[src/rtl/hilo_ctrl_if.sv]
// hilo_ctrl_if: request/response link between the HI/LO controller and the
// multiply/divide unit.
//   md_funct      request funct (MULT/MULTU/DIV/DIVU), 0 when idle
//   md_operand_1  rs operand
//   md_operand_2  rt operand
//   md_flush      clears the unit's cycle counter
//   md_done       one-cycle completion pulse from the unit
//   md_result     {HI, LO}; valid only while md_done is high
// master = controller side, slave = mult/div unit side.
interface hilo_ctrl_if;
   logic [5:0]  md_funct;
   logic [31:0] md_operand_1;
   logic [31:0] md_operand_2;
   logic        md_flush;
   logic        md_done;
   logic [63:0] md_result;

   modport master (
      output md_funct,
      output md_operand_1,
      output md_operand_2,
      output md_flush,
      input  md_done,
      input  md_result
   );

   modport slave (
      input  md_funct,
      input  md_operand_1,
      input  md_operand_2,
      input  md_flush,
      output md_done,
      output md_result
   );
endinterface

[src/rtl/hilo_ctrl.sv]
// hilo_ctrl: EX-stage initiator for the multiply/divide unit and owner of the
// architectural HI/LO registers.
//   clk, rst     clock; synchronous active-high reset
//   flush        kills the EX instruction
//   op_valid     EX holds a SPECIAL-class instruction
//   op_funct     its funct field
//   op_a, op_b   forwarded rs / rt values
//   ex_advance   EX instruction leaves EX at this edge
//   stall_req    hold the pipeline (combinational)
//   md           request/response link to the mult/div unit (master side)
//   hilo_rdata   HI for MFHI, LO for MFLO, else 0 (combinational)
//   hi, lo       architectural HI / LO registers
module hilo_ctrl (
   input  logic             clk,
   input  logic             rst,
   input  logic             flush,
   input  logic             op_valid,
   input  logic [5:0]       op_funct,
   input  logic [31:0]      op_a,
   input  logic [31:0]      op_b,
   input  logic             ex_advance,
   output logic             stall_req,
   hilo_ctrl_if.master      md,
   output logic [31:0]      hilo_rdata,
   output logic [31:0]      hi,
   output logic [31:0]      lo
);

   localparam logic [5:0] FunctMfhi  = 6'h10;
   localparam logic [5:0] FunctMthi  = 6'h11;
   localparam logic [5:0] FunctMflo  = 6'h12;
   localparam logic [5:0] FunctMtlo  = 6'h13;
   localparam logic [5:0] FunctMult  = 6'h18;
   localparam logic [5:0] FunctMultu = 6'h19;
   localparam logic [5:0] FunctDiv   = 6'h1A;
   localparam logic [5:0] FunctDivu  = 6'h1B;

   // StHold: result already captured, waiting for the instruction to leave EX.
   typedef enum logic [0:0] {StIdle, StHold} state_e;

   state_e      state_q;
   logic [31:0] hi_q;
   logic [31:0] lo_q;
   logic        md_op;
   logic        issue;

   assign md_op = op_valid && ((op_funct == FunctMult) || (op_funct == FunctMultu) ||
                               (op_funct == FunctDiv)  || (op_funct == FunctDivu));

   // Gated by rst so outputs are quiet while reset is held, whatever EX holds.
   assign issue = !rst && (state_q == StIdle) && md_op;

   assign stall_req = issue && !md.md_done;

   // Dropping funct outside StIdle stops the unit from restarting once its
   // counter returns to zero, which would double-write HI/LO.
   assign md.md_funct     = (issue && !flush) ? op_funct : 6'd0;
   assign md.md_operand_1 = op_a;
   assign md.md_operand_2 = op_b;
   assign md.md_flush     = flush;

   always_comb begin
      hilo_rdata = 32'd0;
      if (op_funct == FunctMfhi) begin
         hilo_rdata = hi_q;
      end else if (op_funct == FunctMflo) begin
         hilo_rdata = lo_q;
      end
   end

   always_ff @(posedge clk) begin
      if (rst) begin
         state_q <= StIdle;
         hi_q    <= 32'd0;
         lo_q    <= 32'd0;
      end else if (flush) begin
         // A killed instruction never writes, even with md_done in this cycle.
         state_q <= StIdle;
      end else begin
         case (state_q)
            StIdle: begin
               if (md_op && md.md_done) begin
                  hi_q <= md.md_result[63:32];
                  lo_q <= md.md_result[31:0];
                  if (!ex_advance) begin
                     state_q <= StHold;
                  end
               end
            end
            StHold: begin
               if (ex_advance) begin
                  state_q <= StIdle;
               end
            end
            default: state_q <= StIdle;
         endcase

         if (op_valid && ex_advance) begin
            if (op_funct == FunctMthi) begin
               hi_q <= op_a;
            end
            if (op_funct == FunctMtlo) begin
               lo_q <= op_a;
            end
         end
      end
   end

   assign hi = hi_q;
   assign lo = lo_q;

endmodule

[src/flat_wrapper.sv]
// flat-port wrapper written by rule: the top's interface ports become plain ports
module hilo_ctrl_flat 
  (clk, rst, flush, op_valid, op_funct, op_a, op_b, ex_advance, stall_req, hilo_rdata, hi, lo, md_md_funct, md_md_operand_1, md_md_operand_2, md_md_flush, md_md_done, md_md_result);
  hilo_ctrl_if md_i ();
  input  logic clk;
  input  logic rst;
  input  logic flush;
  input  logic op_valid;
  input  logic [5:0] op_funct;
  input  logic [31:0] op_a;
  input  logic [31:0] op_b;
  input  logic ex_advance;
  output logic stall_req;
  output logic [31:0] hilo_rdata;
  output logic [31:0] hi;
  output logic [31:0] lo;
  output wire logic [$bits(md_i.md_funct)-1:0] md_md_funct;
  output wire logic [$bits(md_i.md_operand_1)-1:0] md_md_operand_1;
  output wire logic [$bits(md_i.md_operand_2)-1:0] md_md_operand_2;
  output wire logic [$bits(md_i.md_flush)-1:0] md_md_flush;
  input wire logic [$bits(md_i.md_done)-1:0] md_md_done;
  input wire logic [$bits(md_i.md_result)-1:0] md_md_result;
  assign md_md_funct = md_i.md_funct;
  assign md_md_operand_1 = md_i.md_operand_1;
  assign md_md_operand_2 = md_i.md_operand_2;
  assign md_md_flush = md_i.md_flush;
  assign md_i.md_done = md_md_done;
  assign md_i.md_result = md_md_result;
  hilo_ctrl u_core (.clk(clk), .rst(rst), .flush(flush), .op_valid(op_valid), .op_funct(op_funct), .op_a(op_a), .op_b(op_b), .ex_advance(ex_advance), .stall_req(stall_req), .md(md_i), .hilo_rdata(hilo_rdata), .hi(hi), .lo(lo));
endmodule
[config.mk]
export PLATFORM = sky130hd
export DESIGN_NAME = hilo_ctrl_flat
export DESIGN_NICKNAME = d
export VERILOG_FILES = /design/src/rtl/hilo_ctrl_if.sv /design/src/rtl/hilo_ctrl.sv /design/src/flat_wrapper.sv
export SDC_FILE = /design/constraint.sdc
export NUM_CORES = 1
export LEC_CHECK = 0
export ABC_AREA = 1
export BUFFER_PORTS_ARGS = -buffer_cell sky130_fd_sc_hd__buf_2
export CORE_MARGIN = 1
export CORE_UTILIZATION = 35
export CTS_CLUSTER_DIAMETER = 100
export CTS_CLUSTER_SIZE = 40
export DETAILED_ROUTE_END_ITERATION = 12
export MAX_ROUTING_LAYER = met4
export PLACE_DENSITY = 0.67
export SYNTH_ARGS = -nofsm -noshare
export SYNTH_HDL_FRONTEND = slang
export SYNTH_SLANG_ARGS = --single-unit
[constraint.sdc]
create_clock -name clk -period 1.85 [get_ports clk]
set_clock_uncertainty 0.2 [all_clocks]
set_input_delay 0.37 -clock clk [delete_from_list [all_inputs] [get_ports clk]]
set_output_delay 0.37 -clock clk [all_outputs]
set_load 0.01 [all_outputs]
* Word level (Yosys, flattened, before mapping)
Cells that the tools add are included.
** Word-level totals
- Bits in latches :: 0
- Memories kept :: 0
- Logic and storage cells :: 40
- Bits in registers :: 65
- Memory bits (read-only) :: 0
- Bits in writable memories :: 0
- Input bits :: 140
** Operators by class
- Eq/ne operators :: 8
- $mul :: 0
- Multiplexer cells :: 14
- Magnitude comparators :: 0
- Shifts and indexed selects :: 0
- Add/sub/neg operators :: 0
- Div/mod/pow operators :: 0
- Reductions and logical operators :: 14
- Bitwise logic cells :: 1
** Operators with widths (number)
- $mux 32 :: 10
- $eq 6x5->1 const B :: 8
- $logic_and 1x1->1 :: 7
- $mux 6 :: 1
- $logic_not 1->1 :: 3
- $logic_or 1x1->1 :: 3
- $mux 1 :: 2
- $pmux 1 s2 :: 1
- $reduce_or 2->1 :: 1
- $not 1->1 :: 1

* Longest topological paths before layout
Gate-level depths: netlist of the first run.
- Depth in word-level cells :: 10
- Depth in mapped cells :: 9
- Depth with buffers taken out :: 8

* Worst setup path before layout of the first run
Ideal clock, no wire load.
- Path kind :: input to output
- Start :: in op_funct[2]
- End :: out hilo_rdata[10]
- Cell stages on the path :: 5
- Arrival time :: 1.288 ns
- Data required time :: 1.280 ns
- Setup slack :: -0.008 ns
- Cell sequence :: or2_4 -> nor2_4 -> nand3_1 -> buf_2 -> o22ai_1
** Between the ends
- Longest elaborated chain between the ends :: 3
** Ends and longest elaborated chain
- start: declaration :: line flat_wrapper.sv:9 : input logic [5:0] op_funct;
- $eq 6x5->1 :: line hilo_ctrl.sv:66 : end else if (op_funct == FunctMflo) begin
- $mux 32 :: line hilo_ctrl.sv:66
- $mux 32 (*) :: line hilo_ctrl.sv:64 : if (op_funct == FunctMfhi) begin
- end: declaration :: line flat_wrapper.sv:14 : output logic [31:0] hilo_rdata;
Every way passes the cells marked *; elsewhere a longest branch is shown, timed or not.

* Worst setup path in the final report of the first run
- Start :: in op_funct[2]
- End :: out hilo_rdata[26]
Same word-level chain as after synthesis.

==> impl_summary.log, run 1 <==
[metrics] Place WS: -0.1956 ns
[metrics] cell count after synthesis: between 800 and 900
[metrics] Worst Setup Path Type: in -> out
[metrics] global-route usage over all layers: 0.2369
[metrics] ys async rst share: 0
[metrics] leakage power: 3.148 nW
[metrics] post-detailed-route wirelength per cell: around 15 um
[metrics] number of design-rule violations left by the first detailed-router iteration: about 350
[metrics] main area contributors after synthesis: dfxtp_1, nand2_1, buf_4
[metrics] CP cell instances: buf_6 -> or2_4 -> nor2_4 -> nand3_4 -> buf_12 -> o22ai_2 -> buf_2
[metrics] Worst Max-Slew Pin Slew: 0.7930 ns
[metrics] top_reg_cell synth: dfxtp_1
[metrics] path type of the worst min-delay path: in -> reg
[metrics] Max clock buf depth: 2
[metrics] critical path launch point type: primary input
[metrics] fraction of final layout cells with drive strength greater than 1: 0.3300
[metrics] Hold Violations, Final: 0
[metrics] depth of the CTS H-tree: 3
[metrics] result of the run: finished with violations
[metrics] share of synthesized area occupied by flip-flops and latches: 0.2555
[metrics] Critical Path Fanout Max: 13
[metrics] worst-skew pair later-pin latency: 0.33 ns
[metrics] Max-cap violations: 0
[metrics] slowest stage delay, CP: 0.27 ns
[metrics] initial cell density of the core: 0.3626
[metrics] routed wire length: 17.72 mm
[metrics] grt total ovfl: 0
[metrics] setup repair after global routing missed its margin: yes
[metrics] CTS buffer count: 9
[metrics] final cell count without fillers: between 1000 and 1500
[metrics] antenna violations before repair: 0
[metrics] Reg clk slew, reported paths: 0.06 ns
[metrics] final setup violating endpoints: 32
[metrics] violations in the final reports: negative setup slack
[metrics] pwr/cell area: 530.6 nW/um2
[metrics] RD Place Congestion: between 0.8 and 0.9
[metrics] number of remaining DRC errors: 0
[metrics] die area: 15040 um2
[metrics] final critical delay including setup and external delays: 1.999 ns
[metrics] number of enable flip-flop cells after synthesis: 0
[metrics] Core ar.: between 10000 and 15000 um2
[metrics] number of cell rows: 43
[metrics] met1 usage in global routing: 0.2747
[metrics] number of nets in the layout: 1139
[metrics] pin count of the biggest net entering global routing: 66
[metrics] headroom to the max-slew limit: 0.4713
[metrics] met2 demand-to-capacity share in global routing: 0.4034
[metrics] GR Util met3: 0.03810
[metrics] final total power: 0.003459 W
[metrics] detailed-router iteration count before antenna repair: 5
[metrics] worst endpoint required time: 1.28 ns
[metrics] die width: ~120 um
[metrics] number of pins exceeding their max-slew limit in the final report: 0
[metrics] cell area after technology mapping: slightly above 5000 um2
[metrics] area of all placed cells without fillers: 6520 um2
[metrics] vertical die dimension: roughly 120 um
[metrics] Cell Area, Placed: between 6000 and 7000 um2
[metrics] total number of clock tree sinks: 65
[metrics] Seq cells post-synth: 65
[metrics] CP Data Arrival Time: 1.43 ns
[metrics] TritonCTS clock tree: done
[metrics] number of global-route vias before repair: 5123
[metrics] Post-DP HPWL: 12.45 mm
[metrics] worst-case setup margin in the final layout: -0.1489 ns
[metrics] maximum ir drop on the vdd rail: 0.3380 mV
[metrics] wire length of the first global-routing pass: 26.73 mm
[metrics] area leader, netlist: dfxtp_1
[metrics] layout overhead on the synthesized area: 28.03%
[metrics] synth unique cells: 23
[metrics] critical path capture point type: output pin
[metrics] Max Clock Freq: roughly 0.5 GHz
[metrics] Post-DRT Antenna Nets: 0
[metrics] total vias in the final route: 5911
[metrics] highest-utilization routing layer at the global route stage: met2
[metrics] final critical-path share of the clock period: 1.080
[metrics] standard cell with the maximum stage delay on the critical path: or2_4
[metrics] count of buffers from port buffering: 241
[metrics] final sum of negative setup slack: -4.206 ns
[metrics] I/O pin cnt: 308
[metrics] Clk Tree Root Cell: clkbuf_16
[metrics] Post-Synthesis Mean Instance Area: 6.077 um2
[metrics] Synth Warn #: 0
[metrics] placed cells: 1167
[metrics] CTS Hold Bufs: 0
[metrics] vias per cell: ~5
[metrics] portion of synthesized cell area occupied by the leading cell type: 0.2555
area by class of cell:
class | count | area (um2)
Multi-Input combinational cell | 505 | 2569
Timing Repair Buffer | 282 | 1653
Fill cell | 1484 | 7522
Inverter | 136 | 510.5
Sequential cell | 65 | 1303
Antenna cell | 1 | 2.502
Clock buffer | 15 | 257.7
Tap cell | 180 | 225.2
synthesized netlist by cell type (4+ instances only):
cell	count
nand2_1	195
inv_1	132
buf_4	71
nand3_1	66
a21oi_1	65
dfxtp_1	65
nand4_1	64
o21ai_0	51
o22ai_1	32
buf_2	31
clkbuf_1	25
o21ai_1	13
nor2_1	7
buf_6	6
inv_2	4
layout by cell type (no fill, tap or decap), drive strengths merged:
| cell type | count |
|---|---|
| a21oi | 65 |
| buf | 282 |
| clkbuf | 15 |
| conb | 2 |
| dfxtp | 65 |
| diode | 1 |
| inv | 136 |
| nand2 | 197 |
| nand3 | 68 |
| nand4 | 64 |
| nor2 | 11 |
| nor4 | 1 |
| o21ai | 64 |
| o22ai | 32 |
| or2 | 1 |
final timing paths:
check                       from        endpoint  slack (ns)  cells past startpoint
setup / recovery     op_funct[2]  hilo_rdata[26]       -0.15                      7
hold / removal        ex_advance  u_core.state_q        0.02                      2
setup reg to reg  u_core.state_q    u_core.hi[4]        0.41                      6
hold reg to reg    u_core.lo[20]   u_core.lo[20]        0.29                      2
registers in the layout, indices dropped and copies added (netlist names):
register and flops:
u_core.hi 32, u_core.lo 32, u_core.state_q 1
metrics by stage:
step / hold slack [ns] / util
3_5_place_dp: 0.2831 / 0.4345
2_1_floorplan: 0.2471 / -
3_3_place_gp: 0.2828 / 0.4345
4_1_cts: 0.006068 / 0.4572
6_report: 0.01801 / 0.4643
5_1_grt: 0.01319 / 0.4641
critical path, delay by kind of cell:
family | cells | cell delay [ns]
compound gates | 1 | 0.15
simple gates | 3 | 0.49
buf+inv | 3 | 0.41
report_power, final:
part	internal, W	total (W)	switching [W]	leakage (nW)
Clock	0.000939	0.00155	0.000606	0.124
Sequential	0.00141	0.00142	0.0000102	0.524
Combinational	0.000200	0.000494	0.000294	2.50
logic make-up (layout without fill, tap and decap cells):
group,count (synthesis),after routing,synth area share
AND/OR/NAND/NOR,342,342,0.3106
AO/OA/AOI/OAI,161,161,0.1661
buffers and inverters,269,433,0.2671
other,1,3,0.0007364
flip-flops,65,65,0.2555
per-layer routing:
| layer | up-vias | part of all wire |
|---|---|---|
| li1 | 2981 | - |
| met1 | 2651 | 0.42 |
| met2 | 246 | 0.49 |
| met3 | 33 | 0.063 |
| met4 | 0 | 0.019 |
| met5 | - | 0 |
timing repair:
| item | 4_1_cts | 5_1_grt |
|---|---|---|
| setup buffers | 1 | 0 |
| pin swaps | 4 | 1 |
| endpoints found under the setup margin | 37 | 36 |
| gates resized for setup | 14 | 17 |
Note: power is estimated with default switching activity, not from simulation.
==> run 2: changes to the inputs <==
--- a/config.mk
+++ b/config.mk
@@ -5,15 +5,13 @@
 export SDC_FILE = /design/constraint.sdc
 export NUM_CORES = 1
 export LEC_CHECK = 0
-export ABC_AREA = 1
 export BUFFER_PORTS_ARGS = -buffer_cell sky130_fd_sc_hd__buf_2
-export CORE_MARGIN = 1
-export CORE_UTILIZATION = 35
+export CORE_AREA = 2 2 120 122
 export CTS_CLUSTER_DIAMETER = 100
 export CTS_CLUSTER_SIZE = 40
 export DETAILED_ROUTE_END_ITERATION = 12
+export DIE_AREA = 0 0 122 124
 export MAX_ROUTING_LAYER = met4
-export PLACE_DENSITY = 0.67
 export SYNTH_ARGS = -nofsm -noshare
 export SYNTH_HDL_FRONTEND = slang
 export SYNTH_SLANG_ARGS = --single-unit
==> run 2 against run 1 <==
Net effect:
- the run still ends with negative setup slack left
- largest cell class unchanged
- non-clock buffer count is 16 lower
- global-route usage is 3.2 points lower
- die area rose by 0.61%
- sequential cell count unchanged
- critical path depth shrank 2
- worst setup slack got worse by 0.11 ns
==> impl_summary.log, run 2 <==
[metrics] depth of the CTS H-tree: 3 (unchanged)
[metrics] met1 usage in global routing: 0.2559 (was 0.2747)
[metrics] global-route usage over all layers: 0.2048 (was 0.2369)
[metrics] initial cell density of the core: 0.3091 (was 0.3626)
[metrics] die width: 122 um (was 122.6 um)
[metrics] Clk Tree Root Cell: clkbuf_16 (unchanged)
[metrics] pin count of the biggest net entering global routing: 65 (was 66)
[metrics] Inserted Diodes: 0 (was 1)
[metrics] reg2reg start: u_core.state_q (unchanged)
[metrics] worst hold stages: 3 (was 2)
[metrics] final critical delay including setup and external delays: 2.110 ns (was 1.999 ns)
[metrics] maximum ir drop on the vdd rail: 0.3348 mV (was 0.3380 mV)
[metrics] final critical-path share of the clock period: 1.141 (was 1.080)
[metrics] highest-utilization routing layer at the global route stage: met2 (unchanged)
[metrics] total vias in the final route: 4666 (was 5911)
[metrics] vertical die dimension: 124 um (was 122.6 um)
[metrics] placed cells: 789 (was 1167)
[metrics] Critical Path Fanout Max: 21 (was 13)
[metrics] final setup violating endpoints: 36 (was 32)
[metrics] path type of the worst min-delay path: in -> reg (unchanged)
[metrics] area leader, netlist: dfxtp_1 (unchanged)
[metrics] Final Hold Slack: 0.1171 ns (was 0.01801 ns)
[metrics] end of the worst hold path: u_core.hi[24] (was u_core.state_q)
[metrics] Max clock buf depth: 2 (unchanged)
[metrics] leakage power: 2.450 nW (was 3.148 nW)
[metrics] top cell types by occurrence after synthesis: buf_4, dfxtp_1, a22oi_1, o41ai_1, o22ai_1 (was nand2_1, inv_1, buf_4)
[metrics] number of design-rule violations left by the first detailed-router iteration: 299 (was 345)
[metrics] area of all placed cells without fillers: 6091 um2 (was 6520 um2)
[metrics] worst-skew pair later-pin latency: 0.33 ns (about the same)
[metrics] TritonCTS clock tree: done (unchanged)
[metrics] number of pins exceeding their max-slew limit in the final report: 0 (unchanged)
[metrics] CTS buffer count: 9 (unchanged)
[metrics] CTS Hold Bufs: 0 (unchanged)
[metrics] number of global-route vias before repair: 4468 (was 5123)
[metrics] worst-case setup margin in the final layout: -0.2602 ns (was -0.1489 ns)
[metrics] cell with the most instances after synthesis: buf_4 (was nand2_1)
[metrics] result of the run: finished with violations (unchanged)
[metrics] number of cell rows: 43 (unchanged)
[metrics] violations in the final reports: negative setup slack (unchanged)
[metrics] Hold Violations, Final: 0 (unchanged)
[metrics] depth of the worst register-to-register path: 4 (was 6)
[metrics] CP Data Arrival Time: 1.54 ns (was 1.43 ns)
[metrics] antenna violations before repair: 0 (unchanged)
[metrics] met2 demand-to-capacity share in global routing: 0.3328 (was 0.4034)
[metrics] Post-DP HPWL: 10.89 mm (was 12.45 mm)
[metrics] cell count after synthesis: 470 (was 838)
[metrics] most frequent standard cell in the layout excluding fill and tap cells: buf_2 (unchanged)
[metrics] post-detailed-route wirelength per cell: 19.63 um (was 14.97 um)
[metrics] count of buffers from port buffering: 241 (unchanged)
[metrics] synth unique cells: 31 (was 23)
[metrics] I/O pin cnt: 308 (unchanged)
[metrics] number of remaining DRC errors: 0 (unchanged)
[metrics] number of enable flip-flop cells after synthesis: 0 (unchanged)
[metrics] layout overhead on the synthesized area: 43.64% (was 28.03%)
[metrics] commonest non-fill, non-tap cells in the layout: buf_2, a22oi_1, dfxtp_1, o41ai_1, o22ai_1 (was buf_2, nand2_1, inv_1, a21oi_1)
[metrics] Max Clock Freq: 0.4739 GHz (was 0.5003 GHz)
[metrics] grt total ovfl: 0 (unchanged)
[metrics] number of nets in the layout: 763 (was 1139)
[metrics] worst endpoint required time: 1.28 ns (about the same)
[metrics] final total power: 0.003755 W (was 0.003459 W)
[metrics] pwr/cell area: 616.6 nW/um2 (was 530.6 nW/um2)
[metrics] total number of clock tree sinks: 65 (unchanged)
[metrics] final cell count without fillers: 808 (was 1184)
[metrics] routed wire length: 15.86 mm (was 17.72 mm)
[metrics] Core ar.: 13720 um2 (was 14040 um2)
[metrics] top_reg_cell synth: dfxtp_1 (unchanged)
[metrics] Post-DRT Antenna Nets: 0 (unchanged)
[metrics] Max-cap violations: 0 (unchanged)
[metrics] share of synthesized area occupied by flip-flops and latches: 0.3069 (was 0.2555)
[metrics] setup repair after global routing missed its margin: yes (unchanged)
[metrics] endpoint of the most critical register-to-register path: u_core.lo[6] (was u_core.hi[4])
[metrics] main area contributors after synthesis: dfxtp_1, o41ai_1, buf_4 (was dfxtp_1, nand2_1, buf_4)
[metrics] portion of synthesized cell area occupied by the leading cell type: 0.3069 (was 0.2555)
[metrics] critical path launch point type: primary input (unchanged)
[metrics] start point of the worst min-delay path: md_md_result[56] (was ex_advance)
[metrics] cell area after technology mapping: 4240 um2 (was 5092 um2)
[metrics] critical path capture point type: output pin (unchanged)
[metrics] Worst Setup Path Type: in -> out (unchanged)
[metrics] Post-Route Utilization: 0.4440 (was 0.4643)
[metrics] Reg clk slew, reported paths: 0.05 ns (was 0.06 ns)
[metrics] Synth Warn #: 0 (unchanged)
[metrics] Seq cells post-synth: 65 (unchanged)
[metrics] GR Util met3: 0.03434 (was 0.03810)
[metrics] # fillers: 1336 (was 1484)
[metrics] wire length of the first global-routing pass: 23.68 mm (was 26.73 mm)
[metrics] RD Place Congestion: 0.7820 (was 0.8065)
[metrics] Cell Area, Placed: 5538 um2 (was 6101 um2)
[metrics] detailed-router iteration count before antenna repair: 4 (was 5)
[metrics] Post-Synthesis Mean Instance Area: 9.022 um2 (was 6.077 um2)
[metrics] ys async rst share: 0 (unchanged)
[metrics] reg2reg setup slack: 0.07 ns (was 0.41 ns)
[metrics] fraction of final layout cells with drive strength greater than 1: 0.5573 (was 0.3300)
[metrics] vias per cell: 5.775 (was 4.992)
[metrics] die area: 15130 um2 (was 15040 um2)
[run 2: cell types whose count changed after synthesis, moves of 64 or more]
| cell | delta |
|---|---|
| a22oi_1 | +64 |
| nand4_1 | -64 |
| nand3_1 | -66 |
| nand2_1 | -194 |
| o41ai_1 | +64 |
| inv_1 | -130 |
| a21oi_1 | -65 |
[run 2: through the flow]
step | setup WS [ns] | TNS [ns]
2_1_floorplan | -0.08195 | -4.976
3_3_place_gp | -0.2689 | -21.87
3_5_place_dp | -0.3628 | -23.72
4_1_cts | -0.2543 | -7.317
5_1_grt | -0.2947 | -8.440
6_report | -0.2602 | -7.107
[run 2: logic make-up (layout without fill, tap and decap cells)]
kind of cell,count (synthesis),count (layout),share of synthesized area
flops,65,65,0.3069
other cells,1,2,0.0008844
mux,32,32,0.07554
compound gates,194,194,0.3674
buf+inv,127,284,0.1862
simple gates,51,51,0.06315
[run 2: critical path, stage by stage]
cell,delay (ns)
buf_2,0.12
or4_4,0.55
buf_12,0.21
nor2_4,0.12
buf_2,0.13
[run 2: how the worst max path moves through the flow]
stage / startpoint / end / slack, ns
after floorplan: op_funct[5] / hilo_rdata[11] / -0.08
after global placement: op_funct[5] / hilo_rdata[16] / -0.27
after detailed placement: op_funct[2] / u_core.lo[8] / -0.36
after CTS: op_funct[5] / hilo_rdata[16] / -0.25
after global routing: op_funct[5] / hilo_rdata[16] / -0.29
final: op_funct[2] / hilo_rdata[16] / -0.26
[run 2: area by class of cell]
cell class / instances / area (um2) / share of cell area
Clock buffer: 14 / 274.0 / 0.04499
Clock inverter: 2 / 35.03 / 0.005752
Multi-Input combinational cell: 279 / 2582 / 0.4240
Tap cell: 180 / 225.2 / 0.03698
Timing Repair Buffer: 266 / 1664 / 0.2732
Inverter: 2 / 7.507 / 0.001233
Sequential cell: 65 / 1303 / 0.2138
[run 2: timing repair]
item,4_1_cts,5_1_grt
endpoints found under the setup margin,38,66
buffers inserted,2,1
gates resized for setup,19,13
pin swaps,2,0
hold endpoints to repair,0,0
[run 2: report_power, final]
group          switching [W]  internal [W]  total [W]
Combinational       0.000348      0.000244   0.000592
Clock               0.000597       0.00115    0.00175
Sequential        0.00000638       0.00141    0.00141
[run 2: layer usage]
| metal | share of wire | routed length (um) |
|---|---|---|
| met5 | 0 | 0 |
| met1 | 0.41 | 6542 |
| met4 | 0.022 | 344 |
| met3 | 0.075 | 1197 |
| met2 | 0.49 | 7776 |
